## src/rtl/uart_lcd_char_router.sv

```systemverilog
// Routes bytes popped from the UART RX FIFO to the LCD1602 driver. Printable
// characters and backspace are sent as an address command followed by a data
// write. CR, LF and FF adjust the cursor, and FF also clears the display.
// Every decoded byte is optionally echoed to the UART TX.
//
// Ports:
//   clk_50MHz            system clock
//   reset                asynchronous active-low reset
//   fifo_empty           RX FIFO empty flag
//   fifo_rd_data[7:0]    RX FIFO head byte
//   fifo_rd              one-cycle pop strobe
//   lcd_valid/lcd_ready  LCD transfer handshake
//   lcd_rs               0 = command, 1 = data
//   lcd_data[7:0]        command or character byte
//   echo_valid/ready     TX echo handshake
//   echo_data[7:0]       echoed byte
//   cursor_row           current line
//   cursor_col[3:0]      current column
module uart_lcd_char_router #(
  parameter int unsigned COLS    = 16,
  parameter bit          ECHO_EN = 1'b1
) (
  input  logic       clk_50MHz,
  input  logic       reset,
  input  logic       fifo_empty,
  input  logic [7:0] fifo_rd_data,
  output logic       fifo_rd,
  output logic       lcd_valid,
  input  logic       lcd_ready,
  output logic       lcd_rs,
  output logic [7:0] lcd_data,
  output logic       echo_valid,
  input  logic       echo_ready,
  output logic [7:0] echo_data,
  output logic       cursor_row,
  output logic [3:0] cursor_col
);

  localparam int unsigned CW = 4;
  localparam logic [CW-1:0] LAST_COL = CW'(COLS - 1);

  typedef enum logic [2:0] {IDLE, ADDR, CHAR, CLEAR, ECHO} state_t;

  state_t        state_q, state_d;
  logic [7:0]    byte_q, byte_d;
  logic          row_d;
  logic [CW-1:0] col_d;
  logic          fifo_rd_d, lcd_valid_d, lcd_rs_d, echo_valid_d;
  logic [7:0]    lcd_data_d, echo_data_d;
  logic          lcd_done;
  logic          is_print;
  logic          adv_row, back_row;
  logic [CW-1:0] adv_col, back_col;

  assign is_print = (fifo_rd_data >= 8'h20) && (fifo_rd_data <= 8'h7E);

  // Cursor one position forward, wrapping line 1 back to line 0
  always_comb begin
    if (cursor_col == LAST_COL) begin
      adv_col = '0;
      adv_row = ~cursor_row;
    end else begin
      adv_col = cursor_col + CW'(1);
      adv_row = cursor_row;
    end
  end

  // Cursor one position back; the home position does not move
  always_comb begin
    back_row = cursor_row;
    back_col = cursor_col;
    if (cursor_col != '0) begin
      back_col = cursor_col - CW'(1);
    end else if (cursor_row) begin
      back_row = 1'b0;
      back_col = LAST_COL;
    end
  end

  // State and registered outputs
  always_ff @(posedge clk_50MHz or negedge reset) begin
    if (!reset) begin
      state_q    <= IDLE;
      byte_q     <= '0;
      fifo_rd    <= 1'b0;
      lcd_valid  <= 1'b0;
      lcd_rs     <= 1'b0;
      lcd_data   <= '0;
      echo_valid <= 1'b0;
      echo_data  <= '0;
      cursor_row <= 1'b0;
      cursor_col <= '0;
    end else begin
      state_q    <= state_d;
      byte_q     <= byte_d;
      fifo_rd    <= fifo_rd_d;
      lcd_valid  <= lcd_valid_d;
      lcd_rs     <= lcd_rs_d;
      lcd_data   <= lcd_data_d;
      echo_valid <= echo_valid_d;
      echo_data  <= echo_data_d;
      cursor_row <= row_d;
      cursor_col <= col_d;
    end
  end

  // Next state and next output values
  always_comb begin
    state_d      = state_q;
    byte_d       = byte_q;
    row_d        = cursor_row;
    col_d        = cursor_col;
    fifo_rd_d    = 1'b0;
    lcd_valid_d  = lcd_valid;
    lcd_rs_d     = lcd_rs;
    lcd_data_d   = lcd_data;
    echo_valid_d = echo_valid;
    echo_data_d  = echo_data;
    lcd_done     = 1'b0;

    case (state_q)
      IDLE: begin
        if (!fifo_rd) begin
          fifo_rd_d = !fifo_empty;
        end else begin
          // Pop cycle: capture and decode the head byte
          byte_d      = fifo_rd_data;
          echo_data_d = fifo_rd_data;
          if (is_print) begin
            state_d     = ADDR;
            lcd_valid_d = 1'b1;
            lcd_rs_d    = 1'b0;
            lcd_data_d  = {1'b1, cursor_row, 2'b00, cursor_col};
          end else begin
            case (fifo_rd_data)
              8'h08: begin
                state_d     = ADDR;
                lcd_valid_d = 1'b1;
                lcd_rs_d    = 1'b0;
                lcd_data_d  = {1'b1, back_row, 2'b00, back_col};
              end
              8'h0C: begin
                state_d     = CLEAR;
                lcd_valid_d = 1'b1;
                lcd_rs_d    = 1'b0;
                lcd_data_d  = 8'h01;
              end
              8'h0D: begin
                col_d = '0;
                if (ECHO_EN) begin
                  state_d      = ECHO;
                  echo_valid_d = 1'b1;
                end
              end
              8'h0A: begin
                row_d = ~cursor_row;
                if (ECHO_EN) begin
                  state_d      = ECHO;
                  echo_valid_d = 1'b1;
                end
              end
              default: ;
            endcase
          end
        end
      end
      ADDR: begin
        if (lcd_ready) begin
          state_d    = CHAR;
          lcd_rs_d   = 1'b1;
          lcd_data_d = (byte_q == 8'h08) ? 8'h20 : byte_q;
        end
      end
      CHAR: begin
        if (lcd_ready) begin
          lcd_done = 1'b1;
          if (byte_q == 8'h08) begin
            row_d = back_row;
            col_d = back_col;
          end else begin
            row_d = adv_row;
            col_d = adv_col;
          end
        end
      end
      CLEAR: begin
        if (lcd_ready) begin
          lcd_done = 1'b1;
          row_d    = 1'b0;
          col_d    = '0;
        end
      end
      ECHO: begin
        if (echo_ready) begin
          state_d      = IDLE;
          echo_valid_d = 1'b0;
          // FIFO cannot have drained since the last pop, so pop right away
          fifo_rd_d    = !fifo_empty;
        end
      end
      default: state_d = IDLE;
    endcase

    // Last LCD transfer of the byte: move to echo or straight back to idle
    if (lcd_done) begin
      lcd_valid_d = 1'b0;
      if (ECHO_EN) begin
        state_d      = ECHO;
        echo_valid_d = 1'b1;
      end else begin
        state_d   = IDLE;
        fifo_rd_d = !fifo_empty;
      end
    end
  end

endmodule

```

## config.mk

```make
export PLATFORM = sky130hd
export DESIGN_NAME = uart_lcd_char_router
export DESIGN_NICKNAME = d
export VERILOG_FILES = /design/src/rtl/uart_lcd_char_router.sv
export SDC_FILE = /design/constraint.sdc
export NUM_CORES = 1
export LEC_CHECK = 0
export ABC_AREA = 1
export CORE_ASPECT_RATIO = 1.4
export CORE_UTILIZATION = 42
export CTS_BUF_LIST = sky130_fd_sc_hd__clkbuf_16
export DETAILED_ROUTE_END_ITERATION = 8
export PLACE_DENSITY = 0.67
export SYNTH_ARGS = -nofsm -noshare
export SYNTH_HDL_FRONTEND = slang
export SYNTH_SLANG_ARGS = --single-unit
export TNS_END_PERCENT = 1
```

## constraint.sdc

```tcl
create_clock -name clk_50MHz -period 2.05 [get_ports clk_50MHz]
set_clock_uncertainty 0.2 [all_clocks]
set_input_delay 0.3075 -clock clk_50MHz [delete_from_list [all_inputs] [get_ports clk_50MHz]]
set_output_delay 0.3075 -clock clk_50MHz [all_outputs]
set_load 0.03 [all_outputs]
```

== Word-level counts from Yosys, hierarchy flattened ==
Cells that the tools add are included.

* Reductions and logical operators: 21
* $lt $le $gt $ge: 2
* Add/sub/neg operators: 2
* Muxes and demuxes: 53
* Equality and inequality tests: 27
* Bitwise gates (word level): 1

{| class="wikitable"
|+ Operator list
! cell !! count
|-
| $eq 8x4->1 const B || 5
|-
| $mux 4 || 9
|-
| $mux 8 || 4
|-
| $pmux 8 s2 || 2
|-
| $mux 1 || 26
|-
| $ne 3x3->1 const B || 7
|-
| $mux 3 || 5
|-
| $ne 2x2->1 const B || 6
|-
| $pmux 3 s4 || 1
|-
| $pmux 4 s3 || 1
|-
| $reduce_and 5->1 || 2
|-
| $pmux 3 s3 || 1
|-
| $reduce_bool 3->1 || 3
|-
| $ge 8x6->1 const B || 1
|-
| $le 8x7->1 const B || 1
|-
| $reduce_and 4->1 || 2
|-
| $reduce_and 7->1 || 1
|-
| $eq 3x2->1 const B || 2
|-
| $ne 6x4->1 const B || 1
|-
| $pmux 1 s2 || 3
|-
| $reduce_and 6->1 || 1
|-
| $reduce_bool 2->1 || 3
|-
| $reduce_or 2->1 || 3
|-
| $add 4x1->4 const B || 1
|-
| 14 further kinds || 15
|}

* Output and inout port bits: 25
* Register bits: 28

== Logic depth before layout (Yosys ltp) ==
Gate-level depths: netlist of the first run.

* Depth in word-level cells: 7
* Depth in mapped cells: 11

== Worst setup path after synthesis of the first run ==
Ideal clock, no wire load.

* Path type: register to register
* From: register cursor_col[0]
* To: register lcd_data[0]
* Library setup time: 117 ps
* Setup slack: 206 ps
* Arrival: 1527 ps
* Data required time: 1733 ps
* Path buffers: 0
* Cell stages (with the launch flop): 12
* Path through: dfrtp_1 inv_1 ha_1 inv_1 nor2_1 nand3_1 nand2_1 nand3_1 nand2_1 nand2_1 nand2_1 nand2_1

* Cells in the longest elaborated chain, start to end: 6
* Elaborated cells between the ends (all ways): 8

{| class="wikitable"
|+ RTL lines
! element !! line !! text
|-
| start: declaration || 36 || <nowiki>output logic [3:0] cursor_col</nowiki>
|-
| start signal: assignment || 103 || <nowiki>cursor_col <= col_d;</nowiki>
|-
| $sub 4x1->4, or another cell as far along || 73 || <nowiki>back_col = cursor_col - CW'(1);</nowiki>
|-
| $mux 4 || 72 || <nowiki>if (cursor_col != '0) begin</nowiki>
|-
| $pmux 8 s2 || 135 || <nowiki>case (fifo_rd_data)</nowiki>
|-
| $mux 8 (*) || 129 || <nowiki>if (is_print) begin</nowiki>
|-
| $mux 8 (*) || 123 || <nowiki>if (!fifo_rd) begin</nowiki>
|-
| $pmux 8 s2 (*) || 121 || <nowiki>case (state_q)</nowiki>
|-
| end signal: assignment || 99 || <nowiki>lcd_data <= lcd_data_d;</nowiki>
|-
| end: declaration || 31 || <nowiki>output logic [7:0] lcd_data,</nowiki>
|}

Every way passes the cells marked *; elsewhere a longest branch is shown, timed or not. The select of a mux whose other input is x is not followed.
A chain may end at the register's enable or synchronous reset.

== Worst setup path after layout of the first run ==
* From: register cursor_col[2]
* To: output cursor_col[2]

No word-level cell between the ends.

==> impl_metrics.toml, run 1 <==
[layout]
area_delta_synth_final_pct = 32.27
fill_cells = 428
diodes = 0
layout.cells.non_filler = 387
drive_gt1_share_pct = 16.21
nets = 344

[place]
dp.cells = 384
port_buffers = 37
hpwlAfterDp_um = 3602
dpl_worst_slack_ns = 0.01574
routabilityCongestion = 0.8533

[route]
wl_per_cell_um = 11.70
dr.pass1.iters = 4
vias_per_cell = 4.801
totalWireLength_um = 4529
num_vias = 1858
post-route-drc-count = 0
drt_iter0_markers = 46
postRouteAntennaNets = 0

[synthesis]
synthCells = 276
ys_warn_count = 0
yosysSeqAreaShare_pct = 37.33
synth_cell_types = 30
syn_nets = 291
netlist_area_um2 = 1877
ys_ff_latch = 28
synth_area_per_cell_um2 = 6.800

[worst_setup_path]
critical_path_class = "reg2out"
cp_slowest_cell = "clkdlybuf4s50_1"
path_max_fanout = 6
crit_required_ns = 1.54
r2r_slack_ns = 0.29
cp.buffers_inverters = 1
cpPeakStageDelay_ns = 0.71
crit_path_cell_trace = "clkdlybuf4s50_1"
path_depth = 1
endpoint_kind = "output pin"
cp_top_family = "buffers and inverters"
crit_arrival_ns = 1.45
reg2reg_depth = 10
start_kind = "register"

[clocking]
h-tree-depth = 1
cts_tree = "built"
path_clk_slew_ns = 0.07
clk_latency_ns = 0.26
clockBufferDepth = 2
cts_made_buffers = 3
clockRootBuffer = "clkbuf_16"
clock_sinks = 28

[sta]
worstMarginPinSlew_ns = 0.4300
tns_ns = 0
setup_violations = 0
fmax_mhz = 510.6
period_share_pct = 95.53
period_minus_slack_ns = 1.958
layout_setup_ws_ns = 0.09155
maxSlewHeadroom_pct = 71.11
rsz0062_at_grt = "no"
hold_slack_ns = 0.2303
hold_violations = 0
slew_violations = 0

[floorplan]
rows = 28
dieArea_um2 = 4744
die_h_um = 81.10
initial_core_util_pct = 44.27
fp.coreArea_um2 = 4239
chipWidth_um = 58.50
ios = 38

[global_route]
antenna_found_initial = 0
grt_overflow = 0
grt_pass1_wl_um = 7486
grt_pass1_vias = 1708
grt_max_degree = 29
globalRouteTotalUtil_pct = 20.95

[run]
maxCapViolations = 0

[outcome]
status = "completed"

[power]
p_per_area_nw_per_um2 = 1536
totalPowerFinal_w = 0.003814
max-vdd-ir-drop_mv = 0.8850
p_leak_nw = 1.303

[min_path]
hp-class = "in2async"
-- final timing paths --
path / from / to
worst min register to register: echo_valid / echo_valid
max in group asynchronous: reset / cursor_row
worst max-delay path: cursor_col[2] / cursor_col[2]
worst min-delay path: reset / cursor_col[1]
worst max register to register: state_q[2] / lcd_data[5]
min in group clk_50MHz: echo_valid / echo_valid
-- power breakdown --
part | switching, W | total [W] | internal, W
registers | 0.000175 | 0.000959 | 0.000785
clock network | 0.000179 | 0.000438 | 0.000259
logic | 0.00148 | 0.00242 | 0.000937
-- area by class of cell --
| class | count | area [um^2] | area share (%) |
|---|---|---|---|
| multi-input cells | 204 | 991.0 | 39.92 |
| repair buffers | 53 | 490.5 | 19.76 |
| well taps | 60 | 75.07 | 3.024 |
| clock buffers | 3 | 75.07 | 3.024 |
| inverters | 39 | 150.1 | 6.048 |
| flip-flops and latches | 28 | 700.7 | 28.23 |
-- timing repair --
item | CTS | global route
hold buffers | 0 | 0
buffers inserted | 0 | 0
resized for setup | 0 | 1
endpoints found under the setup margin | 0 | 1
-- through the flow --
stage | area [um^2] | utilization [%]
2_1_floorplan | 1877 | -
3_3_place_gp | 2405 | 56.73
3_5_place_dp | 2405 | 56.73
4_1_cts | 2480 | 58.50
5_1_grt | 2482 | 58.56
6_report | 2482 | 58.56
-- synthesized netlist by cell type (all sizes together) --
cell    instances  area share [%]
mux2            1            0.60
clkinv          1            0.27
o21ai          14             4.7
a21boi          1            0.40
nand2         111              24
or2             5             1.7
nor2           25             6.7
nor3            3            0.80
nand4           1            0.33
a21oi          10             2.7
buf             5             2.0
nand3b          1            0.40
dfrtp          28              37
nand3          27             7.5
xor2            1            0.47
o21bai          1            0.40
o22ai           1            0.33
ha              2             1.3
inv            38             7.7
-- kinds of logic (layout without fill, tap and decap cells) --
kind of cell / count (synthesis) / count (layout) / synth area share, %
AND/OR/NAND/NOR: 173 / 173 / 41.73
buffers and inverters: 44 / 95 / 9.999
flip-flops: 28 / 28 / 37.33
AO/OA/AOI/OAI: 27 / 27 / 8.534
adder cells (fa/ha/maj): 2 / 2 / 1.333
XOR/XNOR: 1 / 1 / 0.4668
multiplexers: 1 / 1 / 0.6000
-- registers in the layout, indices dropped and copies added, names as in the netlist --
signal	cells
byte_q	8
lcd_rs	1
echo_valid	1
cursor_row	1
lcd_valid	1
lcd_data	8
fifo_rd	1
state_q	3
cursor_col	4
-- placed cells by master, fill, tap and decap left out, types with 2 or more instances in the layout --
cell type	n
nor2_4	3
dfrtp_1	28
o21ai_1	2
buf_4	16
or2_2	5
clkdlybuf4s50_1	37
o21ai_2	2
o21ai_0	9
nor2_1	17
nor2_2	5
nand2_1	101
a21oi_1	10
nor3_1	3
nand2_2	7
ha_1	2
clkbuf_16	3
inv_1	33
inv_2	4
nand2_4	3
nand3_1	26
-- metal layers --
metal  global-route usage, %  part of all wire [%]  up-vias
li1                        -                     -      962
met1                   25.13                    43      848
met2                   37.13                    52       39
met3                   2.070                   2.6        9
met4                   10.00                   2.3        0
met5                       0                     0        -
Power figures use the tool's default switching activity.
==> run 2, diff against run 1 <==
--- a/config.mk
+++ b/config.mk
@@ -6,9 +6,11 @@
 export NUM_CORES = 1
 export LEC_CHECK = 0
 export ABC_AREA = 1
+export ABC_CLOCK_PERIOD_IN_PS = 2050
 export CORE_ASPECT_RATIO = 1.4
 export CORE_UTILIZATION = 42
 export CTS_BUF_LIST = sky130_fd_sc_hd__clkbuf_16
+export CTS_CLUSTER_DIAMETER = 30
 export DETAILED_ROUTE_END_ITERATION = 8
 export PLACE_DENSITY = 0.67
 export SYNTH_ARGS = -nofsm -noshare
==> results of run 2 <==
No change in the layout: final DEF, timing and power equal those of run 1.
